==> config.mk <==
export PLATFORM = sky130hd
export DESIGN_NAME = fg_config_loader
export DESIGN_NICKNAME = d
export VERILOG_FILES = /design/src/rtl/fg_config_loader_pkg.sv /design/src/rtl/fg_idle_timer.sv /design/src/rtl/fg_config_loader.sv
export SDC_FILE = /design/constraint.sdc
export NUM_CORES = 1
export LEC_CHECK = 0
export ABC_CLOCK_PERIOD_IN_PS = 1900
export BUFFER_PORTS_ARGS = -buffer_cell sky130_fd_sc_hd__buf_2
export CAP_MARGIN = 20
export CORE_MARGIN = 2
export CORE_UTILIZATION = 50
export CTS_CLUSTER_SIZE = 12
export DETAILED_ROUTE_END_ITERATION = 12
export GPL_TIMING_DRIVEN = 0
export PLACE_DENSITY = 0.74
export RECOVER_POWER = 25
export SKIP_CTS_REPAIR_TIMING = 1
export SLEW_MARGIN = 20
export SYNTH_ARGS = -nofsm -noshare
export SYNTH_HDL_FRONTEND = slang
export SYNTH_HIERARCHICAL = 1
export SYNTH_SLANG_ARGS = --single-unit
==> constraint.sdc <==
create_clock -name clk_i -period 1.9 [get_ports clk_i]
set_clock_uncertainty 0.15 [all_clocks]
set_input_delay 0.38 -clock clk_i [delete_from_list [all_inputs] [get_ports clk_i]]
set_output_delay 0.38 -clock clk_i [all_outputs]
set_load 0.02 [all_outputs]
==> src/rtl/fg_config_loader_pkg.sv <==
// Shared definitions for the function-generator configuration loader: FSM states,
// byte width and the bit positions of the configuration fields consumed by the core.
package fg_config_loader_pkg;

    typedef enum logic [1:0] {
        StIdle    = 2'd0,
        StLoad    = 2'd1,
        StCheck   = 2'd2,
        StPending = 2'd3
    } state_e;

    localparam int unsigned ByteWidth             = 8;
    localparam int unsigned CfgRegBitwidthDefault = 64;

    localparam int unsigned FieldFreqLsb   = 0;
    localparam int unsigned FieldFreqW     = 32;
    localparam int unsigned FieldPhaseLsb  = 32;
    localparam int unsigned FieldPhaseW    = 16;
    localparam int unsigned FieldAmpLsb    = 48;
    localparam int unsigned FieldAmpW      = 8;
    localparam int unsigned FieldWaveLsb   = 56;
    localparam int unsigned FieldWaveW     = 8;

endpackage

==> src/rtl/fg_idle_timer.sv <==
// Idle-cycle counter for the loader: cleared on activity, counts idle cycles and flags
// expiry on the cycle whose count reaches TIMEOUT_CYCLES.
module fg_idle_timer #(
    parameter int unsigned TIMEOUT_CYCLES = 255
) (
    input  logic clk_i,
    input  logic rst_i,
    input  logic clear_i,
    input  logic count_i,
    output logic expire_o
);

    localparam int unsigned CntW = $clog2(TIMEOUT_CYCLES + 1);

    logic [CntW-1:0] cnt_q;

    always_ff @(posedge clk_i) begin
        if (rst_i) begin
            cnt_q <= '0;
        end else if (clear_i) begin
            cnt_q <= '0;
        end else if (count_i) begin
            cnt_q <= cnt_q + CntW'(1);
        end
    end

    // Expiry coincides with the edge that would bring the count to TIMEOUT_CYCLES.
    assign expire_o = count_i && (cnt_q == CntW'(TIMEOUT_CYCLES - 1));

endmodule

==> src/rtl/fg_config_loader.sv <==
// Byte-stream configuration loader with deferred atomic commit to the generator core.
// Optional checksum byte per frame when FG_CONFIG_CHECKSUM_EN is defined.
module fg_config_loader
    import fg_config_loader_pkg::*;
#(
    parameter int unsigned                   CONFIG_REG_BITWIDTH = CfgRegBitwidthDefault,
    parameter logic [CONFIG_REG_BITWIDTH-1:0] RESET_CONFIG       = '0,
    parameter int unsigned                   TIMEOUT_CYCLES      = 255
) (
    input  logic                           clk_i,
    input  logic                           rst_i,
    input  logic [ByteWidth-1:0]           wrData_i,
    input  logic                           wrValid_i,
    output logic                           wrReady_o,
    input  logic                           outputEnable_i,
    input  logic                           strobe_i,
    output logic [CONFIG_REG_BITWIDTH-1:0] cfg_o,
    output logic                           busy_o,
    output logic                           committed_o,
    output logic                           error_o
);

    localparam int unsigned NBytes = CONFIG_REG_BITWIDTH / ByteWidth;
    localparam int unsigned CntW   = $clog2(NBytes + 1);

    state_e                         state_q;
    logic [CONFIG_REG_BITWIDTH-1:0] shadow_q;
    logic [CONFIG_REG_BITWIDTH-1:0] cfg_q;
    logic [CntW-1:0]                byte_cnt_q;
    logic [CntW-1:0]                byte_cnt_nxt;
    logic                           committed_q;
    logic                           error_q;
    logic                           accept;
    logic                           in_frame;
    logic                           expire;
    state_e                         after_data;

`ifdef FG_CONFIG_CHECKSUM_EN
    logic [ByteWidth-1:0] csum_q;
    assign after_data = StCheck;
`else
    assign after_data = StPending;
`endif

    assign wrReady_o    = (state_q != StPending);
    assign busy_o       = (state_q != StIdle);
    assign cfg_o        = cfg_q;
    assign committed_o  = committed_q;
    assign error_o      = error_q;
    assign accept       = wrValid_i && wrReady_o;
    assign in_frame     = (state_q == StLoad) || (state_q == StCheck);
    assign byte_cnt_nxt = byte_cnt_q + CntW'(1);

    fg_idle_timer #(
        .TIMEOUT_CYCLES(TIMEOUT_CYCLES)
    ) u_idle_timer (
        .clk_i   (clk_i),
        .rst_i   (rst_i),
        .clear_i (accept || !in_frame),
        .count_i (in_frame && !accept),
        .expire_o(expire)
    );

    always_ff @(posedge clk_i) begin
        if (rst_i) begin
            state_q     <= StIdle;
            shadow_q    <= '0;
            cfg_q       <= RESET_CONFIG;
            byte_cnt_q  <= '0;
            committed_q <= 1'b0;
            error_q     <= 1'b0;
`ifdef FG_CONFIG_CHECKSUM_EN
            csum_q      <= '0;
`endif
        end else begin
            committed_q <= 1'b0;
            error_q     <= 1'b0;
            unique case (state_q)
                StIdle, StLoad: begin
                    if (accept) begin
                        shadow_q <= (shadow_q << ByteWidth) | CONFIG_REG_BITWIDTH'(wrData_i);
`ifdef FG_CONFIG_CHECKSUM_EN
                        csum_q   <= ((state_q == StIdle) ? '0 : csum_q) ^ wrData_i;
`endif
                        if (byte_cnt_nxt == CntW'(NBytes)) begin
                            byte_cnt_q <= '0;
                            state_q    <= after_data;
                        end else begin
                            byte_cnt_q <= byte_cnt_nxt;
                            state_q    <= StLoad;
                        end
                    end else if (expire) begin
                        byte_cnt_q <= '0;
                        error_q    <= 1'b1;
                        state_q    <= StIdle;
                    end
                end
`ifdef FG_CONFIG_CHECKSUM_EN
                StCheck: begin
                    if (accept) begin
                        if (wrData_i == csum_q) begin
                            state_q <= StPending;
                        end else begin
                            error_q <= 1'b1;
                            state_q <= StIdle;
                        end
                    end else if (expire) begin
                        error_q <= 1'b1;
                        state_q <= StIdle;
                    end
                end
`endif
                StPending: begin
                    // Safe point: core not consuming output, or it just took a sample.
                    if (!outputEnable_i || strobe_i) begin
                        cfg_q       <= shadow_q;
                        committed_q <= 1'b1;
                        state_q     <= StIdle;
                    end
                end
                default: state_q <= StIdle;
            endcase
        end
    end

endmodule
==> Yosys cells after proc, flatten, opt, wreduce, memory -nomap -nowiden <==
Index checks and enable logic that the tools add are counted.
{ "op_classes": {"addsub": 2, "mul": 0, "n_div": 0, "order_cmp": 0, "eq_ne": 8, "n_shift": 0, "n_mux": 10, "bitwise_logic": 3, "n_reduce_logical": 20} }
{ "op_table": {"columns": ["op", "n"], "rows": [
  ["$or A64 B8 Y64", 1],
  ["$mux W4", 3],
  ["$add A8 B1 Y8 const B", 1],
  ["$eq A8 B8 Y1 const B", 1],
  ["$mux W2", 4],
  ["$reduce_and A2 Y1", 4],
  ["$reduce_or A2 Y1", 3],
  ["$add A4 B1 Y4 const B", 1],
  ["$eq A2 B2 Y1 const B", 2],
  ["$eq A4 B4 Y1 const B", 1],
  ["$ne A2 B2 Y1 const B", 2],
  ["$pmux W2 S2", 1],
  ["$reduce_bool A2 Y1", 2],
  ["$logic_and A1 B1 Y1", 3],
  ["$logic_not A1 Y1", 3],
  ["$logic_or A1 B1 Y1", 3],
  ["$ne A3 B3 Y1 const B", 1],
  ["$reduce_or A3 Y1", 1],
  ["$eq A2 B1 Y1 const B", 1],
  ["$logic_not A2 Y1", 1],
  ["$mux W1", 2],
  ["$not A1 Y1", 2]
]} }
{ "totals": {"regBits": 144, "latch_bits": 0, "mem_bits_rw": 0, "romBits": 0, "input_bits": 13, "n_memories": 0} }

==> Logic depth before layout (Yosys ltp) <==
Gate-level depths: netlist (run 1).
{ "logic_depth": {"depth_word": 8, "ltp_mapped": 10, "depth_no_buf": 9} }

==> By module <==
Netlist (run 1), hierarchy kept.
{ "modules_own_cells": {"columns": ["module", "n_inst", "cells_per_inst", "area_each_um2", "seq_area_each_um2"], "rows": [
  ["fg_config_loader", 1, 614, 4893.4, 2722.6],
  ["fg_idle_timer", 1, 42, 377.9, 160.2]
]} }

==> Worst setup path after synthesis (run 1) <==
Ideal clock, no wire load.
{ "synth_timing": {"path_type": "register to register", "from": "register state_q[0]", "to": "register byte_cnt_q[2]", "setup_time_ns": 0.132, "arrival_time_ns": 1.651, "setup_slack_ns": -0.033, "path_stages_with_launch": 11, "n_path_buf": 1, "synth_period_minus_slack_ns": 1.933, "cell_sequence": "dfxtp_1 -> ha_1 -> nand2b_4 -> nand2_1 -> inv_1 -> buf_4 -> nand4_4 -> nor2_1 -> o22ai_1 -> o21ai_0 -> a21oi_1"} }
{ "synth_between": {"elab_chain_len": 7, "elab_cells_between_ends": 13} }
{ "synth_rtl": {"columns": ["element", "line_no", "rtl"], "rows": [
  ["from (decl)", "fg_config_loader.sv:26", "state_e state_q;"],
  ["from (signal assigned)", "fg_config_loader.sv:66", "state_q <= StIdle;"],
  ["from (signal assigned)", "fg_config_loader.sv:87", "state_q <= after_data;"],
  ["from (signal assigned)", "fg_config_loader.sv:90", "state_q <= StLoad;"],
  ["$ne A2 B2 Y1", "fg_config_loader.sv:45", "assign wrReady_o = (state_q != StPending);"],
  ["$logic_and A1 B1 Y1", "fg_config_loader.sv:50", "assign accept = wrValid_i && wrReady_o;"],
  ["$logic_not A1 Y1", "fg_config_loader.sv:60", ".count_i (in_frame && !accept),"],
  ["$logic_and A1 B1 Y1 *", "fg_config_loader.sv:60", null],
  ["$logic_and A1 B1 Y1 *", "fg_idle_timer.sv:28", "assign expire_o = count_i && (cnt_q == CntW'(TIMEOUT_CYCLES - 1));"],
  ["net expire", "fg_config_loader.sv:35", "logic expire;"],
  ["$reduce_bool A2 Y1 (no source line) *", null, null],
  ["$reduce_and A2 Y1 (no source line) *", null, null],
  ["to (signal assigned)", "fg_config_loader.sv:89", "byte_cnt_q <= byte_cnt_nxt;"],
  ["to (decl)", "fg_config_loader.sv:29", "logic [CntW-1:0] byte_cnt_q;"]
]} }
Mark *: on every way through the listed nets, which the timed path passes. The rest lies on a longest branch.
A chain may end at the register's enable or synchronous reset.

==> Worst setup path after layout (run 1) <==
{ "layout_timing": {"from": "register state_q[1]", "to": "output wrReady_o"} }
{ "layout_between": {"elab_chain_len": 1} }
{ "layout_rtl": {"columns": ["element", "line_no", "rtl"], "rows": [
  ["$ne A2 B2 Y1", "fg_config_loader.sv:45", null],
  ["to (decl)", "fg_config_loader.sv:14", "output logic wrReady_o,"]
]} }
No other way between the ends.

==> results of run 1 <==
[area by class of cell]
cell class              instances  area, um^2
plain buffers                  45         243
clock buffers                  18         428
clock inverters                14         133
fillers                       926        3740
inverters                       7        28.8
multi-input cells             460        2190
flip-flops and latches        144        2890
well taps                     136         170
repair buffers                 92         455
[critical path: cells and delay by family (launching register included)]
| kind | cells | cell delay, ns |
|---|---|---|
| DFF | 1 | 0.37 |
| buffers and inverters | 2 | 0.27 |
| adders and majority gates | 1 | 0.18 |
[power groups by stage]
stage,Sequential [mW],Combinational [mW],Clock (mW)
2_1_floorplan,3.13,0.176,0
3_3_place_gp,3.13,0.236,0
3_5_place_dp,3.14,0.242,0
4_1_cts,3.07,0.244,3.14
5_1_grt,3.07,0.306,3.27
6_report,3.07,0.278,3.09
[sequential cells by signal (all words and copies together) (netlist names)]
name / flops
state_q: 2
error_o: 1
cfg_o: 64
u_idle_timer/cnt_q: 8
committed_o: 1
byte_cnt_q: 4
shadow_q: 64
[cell usage after synthesis (all sizes together)]
cell	count	area share, %
o21ai	6	0.64
dfxtp	144	55
or3	3	0.36
or2	1	0.12
nor2b	2	0.38
nor2	13	1.1
a21oi	134	13
o32ai	1	0.17
clkbuf	17	1.2
and2	2	0.24
a22oi	1	0.14
xor2	3	0.50
nor3	2	0.19
nand4	6	1.0
nand3	4	0.38
nand3b	2	0.28
a32o	1	0.19
o41ai	1	0.31
buf	28	3.3
nor4b	1	0.17
o22ai	2	0.24
xnor2	1	0.17
nand2	264	19
a211oi	1	0.14
ha	7	1.7
nand2b	2	0.38
inv	7	0.50
[per-stage QoR]
stage          hold slack (ns)  utilization, %  power, mW  worst slack, ns  cell area (um^2)
6_report                0.0784            63.6       6.44           0.0341              6540
5_1_grt                 0.0972            63.6       6.64          -0.0334              6540
4_1_cts                -0.0794            62.3       6.45           -0.326              6400
3_5_place_dp             0.297            56.9       3.38           -0.305              5840
3_3_place_gp             0.290            56.9       3.37           -0.219              5840
2_1_floorplan            0.282               -       3.31          0.00821              5270
[worst paths after layout]
kind | from | endpoint | slack [ns] | depth (start not counted)
setup / recovery | state_q[1]$_SDFFE_PP0P_ | wrReady_o | 0.03 | 3
hold reg to reg | cfg_o[4]$_SDFFE_PP0P_ | cfg_o[4]$_SDFFE_PP0P_ | 0.30 | 2
setup reg to reg | state_q[1]$_SDFFE_PP0P_ | state_q[1]$_SDFFE_PP0P_ | 0.08 | 9
hold / removal | rst_i | byte_cnt_q[3]$_SDFFE_PP0P_ | 0.08 | 4
[cell families (layout without fill, tap and decap cells)]
| logic type | after synthesis | count (layout) | synth area share, % |
|---|---|---|---|
| and+or+nand+nor | 302 | 302 | 23.4 |
| AOI/OAI and AO/OA | 147 | 147 | 14.6 |
| DFF | 144 | 144 | 54.7 |
| buffers and inverters | 52 | 176 | 5.03 |
| adders and majority gates | 7 | 7 | 1.66 |
| xor gates and xnor gates | 4 | 4 | 0.665 |
[placed cells by master (no fill, tap or decap), drive strengths merged, types with 2 or more instances in the layout]
cell	instances
a21oi	134
and2	2
buf	63
clkbuf	84
clkinv	4
clkinvlp	6
dfxtp	144
dlygate4sd3	8
ha	7
inv	10
nand2	264
nand2b	2
nand3	4
nand3b	2
nand4	6
nor2	13
nor2b	2
nor3	2
o21ai	6
o22ai	2
or3	3
xor2	3
[layer usage]
| layer | part of all wire [%] | routed length [um] | GRT usage, % | vias to the layer above |
|---|---|---|---|---|
| met5 | 0 | 0 | 0 | - |
| met4 | 1.6 | 198 | 8.26 | 0 |
| met3 | 5.2 | 643 | 5.05 | 19 |
| met2 | 47 | 5870 | 34.7 | 136 |
| met1 | 46 | 5650 | 27.6 | 2187 |
| li1 | - | - | - | 2357 |
==> metrics, run 1 <==
Max Transition Viols Final 0; Seq cells post-synth 144; endpoints failing hold 0; Required @ worst endpoint roughly 1.4 ns; Die Wd 107 um; Comb power frac 4.3%; pwr dens 986 mW/mm^2; fmax 0.536 GHz; Die ar. 0.0114 mm^2; core area 0.0103 mm^2; P&R area growth vs syn 24.0%; Worst Setup End Kind output port; Final Cycle Share 98.2%; Mapped Area 0.00527 mm^2; Max Cap Viol 0; Setup TNS 0 ns; final net count 787; Worst slew margin 51.3%; max incr delay on CP 0.37 ns; Mapped Cells approximately 660; Iter 0 DRT Violations about 280; First-pass DRT Iterations 4; Placer Congestion ~0.86; H-tree depth 4; Crit path arrival time 1.34 ns; Inst Count DP 872; P_sw 1.52 mW; routed vias approximately 4,700; Final ANT Viol Nets 0; GR Util All Layers 21.3%; IO Port Bufs 80; Hold WC Path Type in -> reg; Finished Layout Cells 916; Worst-Skew Late Latency between 0.5 and 0.6 ns; critical path class reg -> out; largest net degree at the start of global routing 17; layout cells sized above 1 14.5%; status completed; Sw Ratio 23.6%; fin crit period 1.87 ns; Sequential Power Share between 40 and 50%; Core Rows 37; drt total wl 12,400 um; Lkg Pwr 2.29 nW; worst path cell trace ha_4 > inv_1 > buf_4; CTS max path bufs 2; clock root buffer clkbuf_8; clock group share of total power 48.0%; final setup fails 0; clock sink count 144; maximum vdd drop 0.617 mV; Via density 5.13; vias in the first global route 4,263; Worst Tran Pin Value 0.731 ns; Distinct cells, synth 35; Worst setup SP type flip-flop; Num CTS Buffers 17; syn nets approximately 680; number of remaining DRC errors 0; initial antenna violation count 0; crit path max-delay cell type dfxtp_4; antenna cells 0; Die Ht 107 um; Cell Int Power about 4.9 mW; sequential area share after synthesis 54.7%; hpwl dp roughly 8700 um; total gr overflow 0; num ports 81; Avg Cell Area, Syn about 8 um^2; critical path peak fanout 4; Starting Density around half; clk slew on worst S/H paths around 0.060 ns; first-pass GRT wire length a little under 20,000 um; CTS tree built; YS warnings 6; Wirelength per Cell ~13 um
Note: power is estimated with default switching activity, not from simulation.
==> run 2: changes to the inputs <==
--- a/config.mk
+++ b/config.mk
@@ -7,13 +7,13 @@
 export LEC_CHECK = 0
 export ABC_CLOCK_PERIOD_IN_PS = 1900
 export BUFFER_PORTS_ARGS = -buffer_cell sky130_fd_sc_hd__buf_2
-export CAP_MARGIN = 20
 export CORE_MARGIN = 2
-export CORE_UTILIZATION = 50
+export CORE_UTILIZATION = 51
+export CTS_BUF_LIST = sky130_fd_sc_hd__clkbuf_8
 export CTS_CLUSTER_SIZE = 12
 export DETAILED_ROUTE_END_ITERATION = 12
 export GPL_TIMING_DRIVEN = 0
-export PLACE_DENSITY = 0.74
+export PLACE_DENSITY = 0.76
 export RECOVER_POWER = 25
 export SKIP_CTS_REPAIR_TIMING = 1
 export SLEW_MARGIN = 20
==> run 2 against run 1 <==
Net effect:
- register-to-register slack got worse by 0.02 ns
- design area fell by 3.0%
- combinational power fell by 4%
- sequential share of layout area rose by 1.4 points
- fmax rose by 1.3%
- final cell count fell by 0.98%
==> metrics, run 2 (synthesis gave the netlist of run 1 again) <==
status completed; area occupied by multi-input gates 0.00219 mm^2 (+0.11%); Max Cap Viol 0 (unchanged); Final ANT Viol Nets 0 (unchanged); fin crit period 1.84 ns (-0.0244 ns); Sequential Power Share 50.3% (+2.6 points); Final Cell Area 0.00634 mm^2 (-3.0%); Wirelength per Cell 13.8 um (+1.9%); Worst Setup End Kind flip-flop; Hold EP shadow_q[6]$_SDFFE_PP0P_; Critical Path Stages 9 (+6); Cell Int Power 4.72 mW (-4.1%); fill count 919 (-0.76%); drt total wl 12,500 um (+0.89%); initial antenna violation count 0 (unchanged); Crit path max-delay family flip-flops; CP most frequent cell inv_1; Comb power frac 4.4% (about the same); clock root buffer clkbuf_8; largest net degree at the start of global routing 17 (unchanged); layout cells sized above 1 14.0% (-0.48 points); clock group share of total power 45.3% (-2.7 points); Lkg Pwr 2.21 nW (-3.5%); final setup fails 0 (unchanged); worst path cell trace inv_1 > ha_4 > nand2_2 > inv_1 > buf_6 > nand4_4 > nor2_4 > o32ai_2 > a32o_1; Core Rows 37 (unchanged); Die Wd 106 um (-0.95%); commonest cells after routing, fill and taps aside nand2_1 (263), dfxtp_1 (142), a21oi_1 (134), clkbuf_1 (69), buf_2 (44); maximum vdd drop 0.539 mV (-13%); Worst-Skew Late Latency 0.44 ns (-0.09 ns); Worst Tran Pin Value 0.715 ns (-0.0161 ns); Final Cycle Share 96.9% (-1.3 points); hpwl dp 8740 um (+0.67%); CTS tree built; antenna cells 0 (unchanged); GR Util All Layers 22.5% (+1.2 points); routed vias 4,676 (-0.49%); max incr delay on CP 0.37 ns (about the same); Required @ worst endpoint 2.08 ns (+0.71 ns); Max Transition Viols Final 0 (unchanged); CTS max path bufs 2 (unchanged); FF-to-FF path depth 9 (unchanged); final net count 778 (-1.1%); sequential cell area 0.00289 mm^2 (unchanged); clk slew on worst S/H paths 0.08 ns (+0.02 ns); Die Ht 106 um (-0.95%); Worst slew margin 52.3% (+1.1 points); Num CTS Buffers 17 (unchanged); first-pass GRT wire length 20,000 um (+3.4%); CP bufs+invs 3 (+1); P&R area growth vs syn 20.3%; Sw Ratio 22.5% (-1.1 points); hold slack final 0.0281 ns (-0.0503 ns); pwr dens 961 mW/mm^2 (-2.5%); num ports 81 (unchanged); critical path class reg -> reg; IO Port Bufs 80 (unchanged); endpoints failing hold 0 (unchanged); critical path peak fanout 7 (+3); clock sink count 144 (unchanged); crit path max-delay cell type dfxtp_4; Starting Density 51.8% (+0.47 points); Placed Area 0.00584 mm^2 (unchanged); Worst R2R End state_q[1]$_SDFFE_PP0P_; H-tree depth 4 (unchanged); P_sw 1.37 mW (-9.9%); Crit path arrival time 2.02 ns (+0.68 ns); Iter 0 DRT Violations 220 (-22%); Worst setup SP type flip-flop; Die ar. 0.0112 mm^2 (-1.9%); flop2flop setup slack 0.06 ns (-0.02 ns); total gr overflow 0 (unchanged); Placer Congestion 0.833 (-2.7%); Overall Power 6.09 mW (-5.4%); most common cell after layout, fill and taps aside nand2_1; hold-critical path depth 3 (-1); fmax 0.543 GHz (+1.3%); core area 0.0102 mm^2 (-0.90%); vias in the first global route 4,251 (-0.28%); Via density 5.16 (+0.50%); min-delay src wrData_i[6]; number of remaining DRC errors 0 (unchanged); RR Startpoint state_q[1]$_SDFFE_PP0P_; First-pass DRT Iterations 6 (+2); Hold WC Path Type in -> reg
==> run 2: changes by cell type in the layout (fill, tap and decap cells not counted), sizes merged, moves of 4 or more <==
cell | previous run | this run
bufinv | 1 | 5
clkbuf | 84 | 88
dlygate4sd3 | 8 | 0
clkinvlp | 6 | 2
buf | 63 | 58
==> run 2: worst max path at each step <==
stage	startpoint	endpoint	slack [ns]
floorplan	state_q[0]$_SDFFE_PP0P_	byte_cnt_q[2]$_SDFFE_PP0P_	0.008
global placement	state_q[0]$_SDFFE_PP0P_	byte_cnt_q[2]$_SDFFE_PP0P_	-0.21
detailed placement	state_q[0]$_SDFFE_PP0P_	byte_cnt_q[2]$_SDFFE_PP0P_	-0.31
CTS	state_q[0]$_SDFFE_PP0P_	byte_cnt_q[2]$_SDFFE_PP0P_	-0.35
global route	state_q[1]$_SDFFE_PP0P_	byte_cnt_q[2]$_SDFFE_PP0P_	-0.03
finish	state_q[1]$_SDFFE_PP0P_	state_q[1]$_SDFFE_PP0P_	0.06
==> run 2: layout make-up <==
class / count / share of cell area [%]
buffer: 45 / 3.87
clock buffer: 18 / 3.91
clock inverter: 14 / 3.35
inverter: 7 / 0.414
multi-input combinational: 460 / 34.6
sequential: 144 / 45.6
tap: 136 / 2.68
timing repair buffer: 83 / 5.64
==> run 2: per-stage QoR <==
stage / utilization (%) / cells / setup TNS (ns) / setup WS [ns]
4_1_cts: 61.9 / 904 / -1.75 / -0.348
3_5_place_dp: 57.4 / 872 / -1.37 / -0.307
2_1_floorplan: - / 656 / 0 / 0.00821
6_report: 62.3 / 907 / 0 / 0.0586
5_1_grt: 62.3 / 907 / -0.0750 / -0.0252
3_3_place_gp: 57.4 / 872 / -0.842 / -0.214
==> run 2: metal layers <==
metal  vias to the layer above  global-route usage [%]  wire [um]
li1                       2350                       -          -
met3                        17                    6.43        628
met5                         -                       0          0
met1                      2181                    28.1       5530
met4                         0                    6.20        159
met2                       128                    38.2       6150
==> run 2: tightest hold or removal path, delay by kind of cell <==
kind                   cells  cell delay (ns)
AOI/OAI and AO/OA          1             0.05
buffers and inverters      1             0.10
and+or+nand+nor            1             0.05
==> run 2: power groups by stage <==
stage	combinational (mW)	sequential, mW	clock (mW)
6_report	0.266	3.07	2.76
5_1_grt	0.294	3.07	2.92
4_1_cts	0.246	3.07	2.78
3_5_place_dp	0.244	3.14	0
3_3_place_gp	0.236	3.13	0
2_1_floorplan	0.176	3.13	0
==> run 3: changes to the inputs <==
--- a/config.mk
+++ b/config.mk
@@ -19,5 +19,4 @@
 export SLEW_MARGIN = 20
 export SYNTH_ARGS = -nofsm -noshare
 export SYNTH_HDL_FRONTEND = slang
-export SYNTH_HIERARCHICAL = 1
 export SYNTH_SLANG_ARGS = --single-unit
==> run 3 against run 2 <==
Net effect:
- register-to-register slack improved by 0.05 ns
- fmax up 0.34%
- non-clock buffer count shrank 5
- design area decreased by 3.0%
- flip-flop and latch count is the same
- critical path type is now reg -> out
- largest cell class unchanged
- largest power group unchanged
==> metrics, run 3 <==
drt total wl 12,100 um (-3.3%); Worst setup SP type flip-flop; critical path peak fanout 5 (-2); EDFF count, synth 0 (unchanged); Final WS setup 0.0649 ns (+0.00631 ns); Via density 5.16 (about the same); Placed Area 0.00574 mm^2 (-1.7%); CTS tree built; Worst-Skew Late Latency 0.44 ns (about the same); fill count 913 (-0.65%); fin crit period 1.84 ns (-0.00631 ns); layout cells sized above 1 13.6% (-0.40 points); hold-critical path depth 3 (unchanged); IO Port Bufs 80 (unchanged); Crit. Startpoint state_q[0]$_SDFFE_PP0P_; vias in the first global route 4,382 (+3.1%); H-tree depth 4 (unchanged); critical path class reg -> out; maximum vdd drop 0.468 mV (-13%); Max Transition Viols Final 0 (unchanged); Mapped Cells 645 (-1.7%); setup slack after placement -0.0220 ns (+0.285 ns); Wirelength per Cell 13.6 um (-1.4%); most common cell after layout, fill and taps aside nand2_1; top-area cell type share of the netlist area 55.7% (+1.0 points); number of remaining DRC errors 0 (unchanged); Final Cycle Share 96.6% (-0.33 points); clock sink count 144 (unchanged); Final ANT Viol Nets 0 (unchanged); hpwl dp 8590 um (-1.8%); YS warnings 0 (-6); Num CTS Buffers 17 (unchanged); endpoints failing hold 0 (unchanged); clock root buffer clkbuf_8; Core Rows 36 (-2.7%); First-pass DRT Iterations 5 (-1); routed vias 4,591 (-1.8%); ys async rst share 0% (unchanged); Worst Tran Pin Value 0.699 ns (-0.0160 ns); post-synth top area cell dfxtp_1; clk slew on worst S/H paths 0.08 ns (about the same); Mapped Area 0.00518 mm^2 (-1.8%); core area 0.00982 mm^2 (-3.6%); total gr overflow 0 (unchanged); RSZ-0062 raised after global routing no; sequential cell area 0.00289 mm^2 (-0.17%); Iter 0 DRT Violations 202 (-8.2%); syn nets 664 (-1.8%); pwr dens 963 mW/mm^2 (+0.18%); num ports 81 (unchanged); commonest cells after routing, fill and taps aside nand2_1 (260), dfxtp_1 (142), a21oi_1 (133), buf_2 (58), clkbuf_1 (57); Inst Count DP 858 (-1.6%); CTS max path bufs 2 (unchanged); largest net degree at the start of global routing 17 (unchanged); Placer Congestion 0.819 (-1.7%); min-delay src wrData_i[3]; Avg Cell Area, Syn 8.03 um^2 (-0.13%); sequential area share after synthesis 55.7% (+1.0 points); Finished Layout Cells 890 (-1.9%); count leader, synth nand2_1; Worst slew margin 53.4% (+1.1 points); RR Startpoint state_q[1]$_SDFFE_PP0P_; Die ar. 0.0110 mm^2 (-1.7%); final setup fails 0 (unchanged); Starting Density 52.7% (+0.96 points); Die Ht 105 um (-0.87%); Lkg Pwr 2.19 nW (-1.1%); GR Util All Layers 23.0% (+0.43 points); Max Cap Viol 0 (unchanged); antenna cells 0 (unchanged); FF-to-FF path depth 6 (-3); first-pass GRT wire length 20,300 um (+1.6%); area occupied by multi-input gates 0.00207 mm^2 (-5.6%); Worst R2R End byte_cnt_q[1]$_SDFFE_PP0P_; Hold WC Path Type in -> reg; Seq cells post-synth 144 (unchanged); Setup TNS 0 ns (unchanged); Synth top cells by count nand2_1 (260), dfxtp_1 (144), a21oi_1 (133), buf_2 (19), clkbuf_1 (16); Required @ worst endpoint 1.37 ns (-0.71 ns); fmax 0.545 GHz (+0.34%); Overall Power 5.92 mW (-2.8%); Hold EP shadow_q[3]$_SDFFE_PP0P_; Final Cell Area 0.00615 mm^2 (-3.0%); flop2flop setup slack 0.11 ns (+0.05 ns); initial antenna violation count 0 (unchanged); Worst Setup End Kind output port; Die Wd 105 um (-0.87%); status completed; Distinct cells, synth 33 (-5.7%); Crit path arrival time 1.31 ns (-0.71 ns); P&R area growth vs syn 18.8%; top post-synthesis cells by area dfxtp_1 (56%), nand2_1 (19%), a21oi_1 (13%); final net count 763 (-1.9%); Primary FF master, synth dfxtp_1
-- run 3: changes by cell type in the layout (fill, tap and decap cells not counted), moves of 3 or more --
cell | before | now
inv_1 | 9 | 6
nor2_1 | 10 | 13
nand4_1 | 5 | 1
nand2_1 | 263 | 260
buf_2 | 44 | 58
clkbuf_1 | 69 | 57
buf_4 | 11 | 5
-- run 3: kinds of logic (layout without fill, tap and decap cells) --
group / after synthesis / after routing / share of synthesized area, %
adder cells (fa/ha/maj): 6 / 6 / 1.45
flip-flops: 144 / 144 / 55.7
XOR/XNOR: 6 / 6 / 1.02
AO/OA/AOI/OAI: 144 / 144 / 14.4
AND/OR/NAND/NOR: 297 / 297 / 22.7
buffers and inverters: 48 / 160 / 4.67
-- run 3: stage by stage --
step           hold slack (ns)  util, %
3_5_place_dp             0.295     58.5
2_1_floorplan            0.280        -
3_3_place_gp             0.291     58.5
4_1_cts               0.000474     62.9
6_report                0.0190     62.6
5_1_grt                 0.0134     62.6
-- run 3: layout make-up --
class / instances / share of cell area (%)
Sequential cell: 144 / 46.9
Multi-Input combinational cell: 453 / 33.6
Timing Repair Buffer: 80 / 5.68
Clock buffer: 18 / 4.03
Buffer: 43 / 3.68
Clock inverter: 14 / 3.05
Tap cell: 133 / 2.71
Inverter: 5 / 0.305
-- run 3: how the worst max path moves through the flow --
stage | endpoint | slack (ns) | depth (start not counted)
CTS | shadow_q[58]$_SDFFE_PP0P_ | -0.05 | 8
floorplan | shadow_q[57]$_SDFFE_PP0P_ | 0.25 | 8
detailed placement | shadow_q[58]$_SDFFE_PP0P_ | -0.02 | 8
global route | shadow_q[2]$_SDFFE_PP0P_ | 0.006 | 7
global placement | shadow_q[62]$_SDFFE_PP0P_ | 0.03 | 8
finish | wrReady_o | 0.06 | 3
-- run 3: worst max-delay path, stage by stage, from the launching register on --
cell     delay (ns)
dfxtp_2        0.34
ha_1           0.24
inv_1          0.12
buf_2          0.17
-- run 3: routing by layer --
layer / global-route usage [%] / up-vias / routed length, um
met5: 0 / - / 0
li1: - / 2294 / -
met4: 9.71 / 0 / 263
met2: 36.3 / 152 / 5600
met3: 5.74 / 27 / 779
met1: 29.9 / 2118 / 5420
-- run 3: report_power, final --
group,switching (mW),total (mW),internal [mW]
Clock,1.13,2.60,1.46
Combinational,0.174,0.254,0.0807
Sequential,0.0245,3.07,3.04
Total,1.33,5.92,4.59
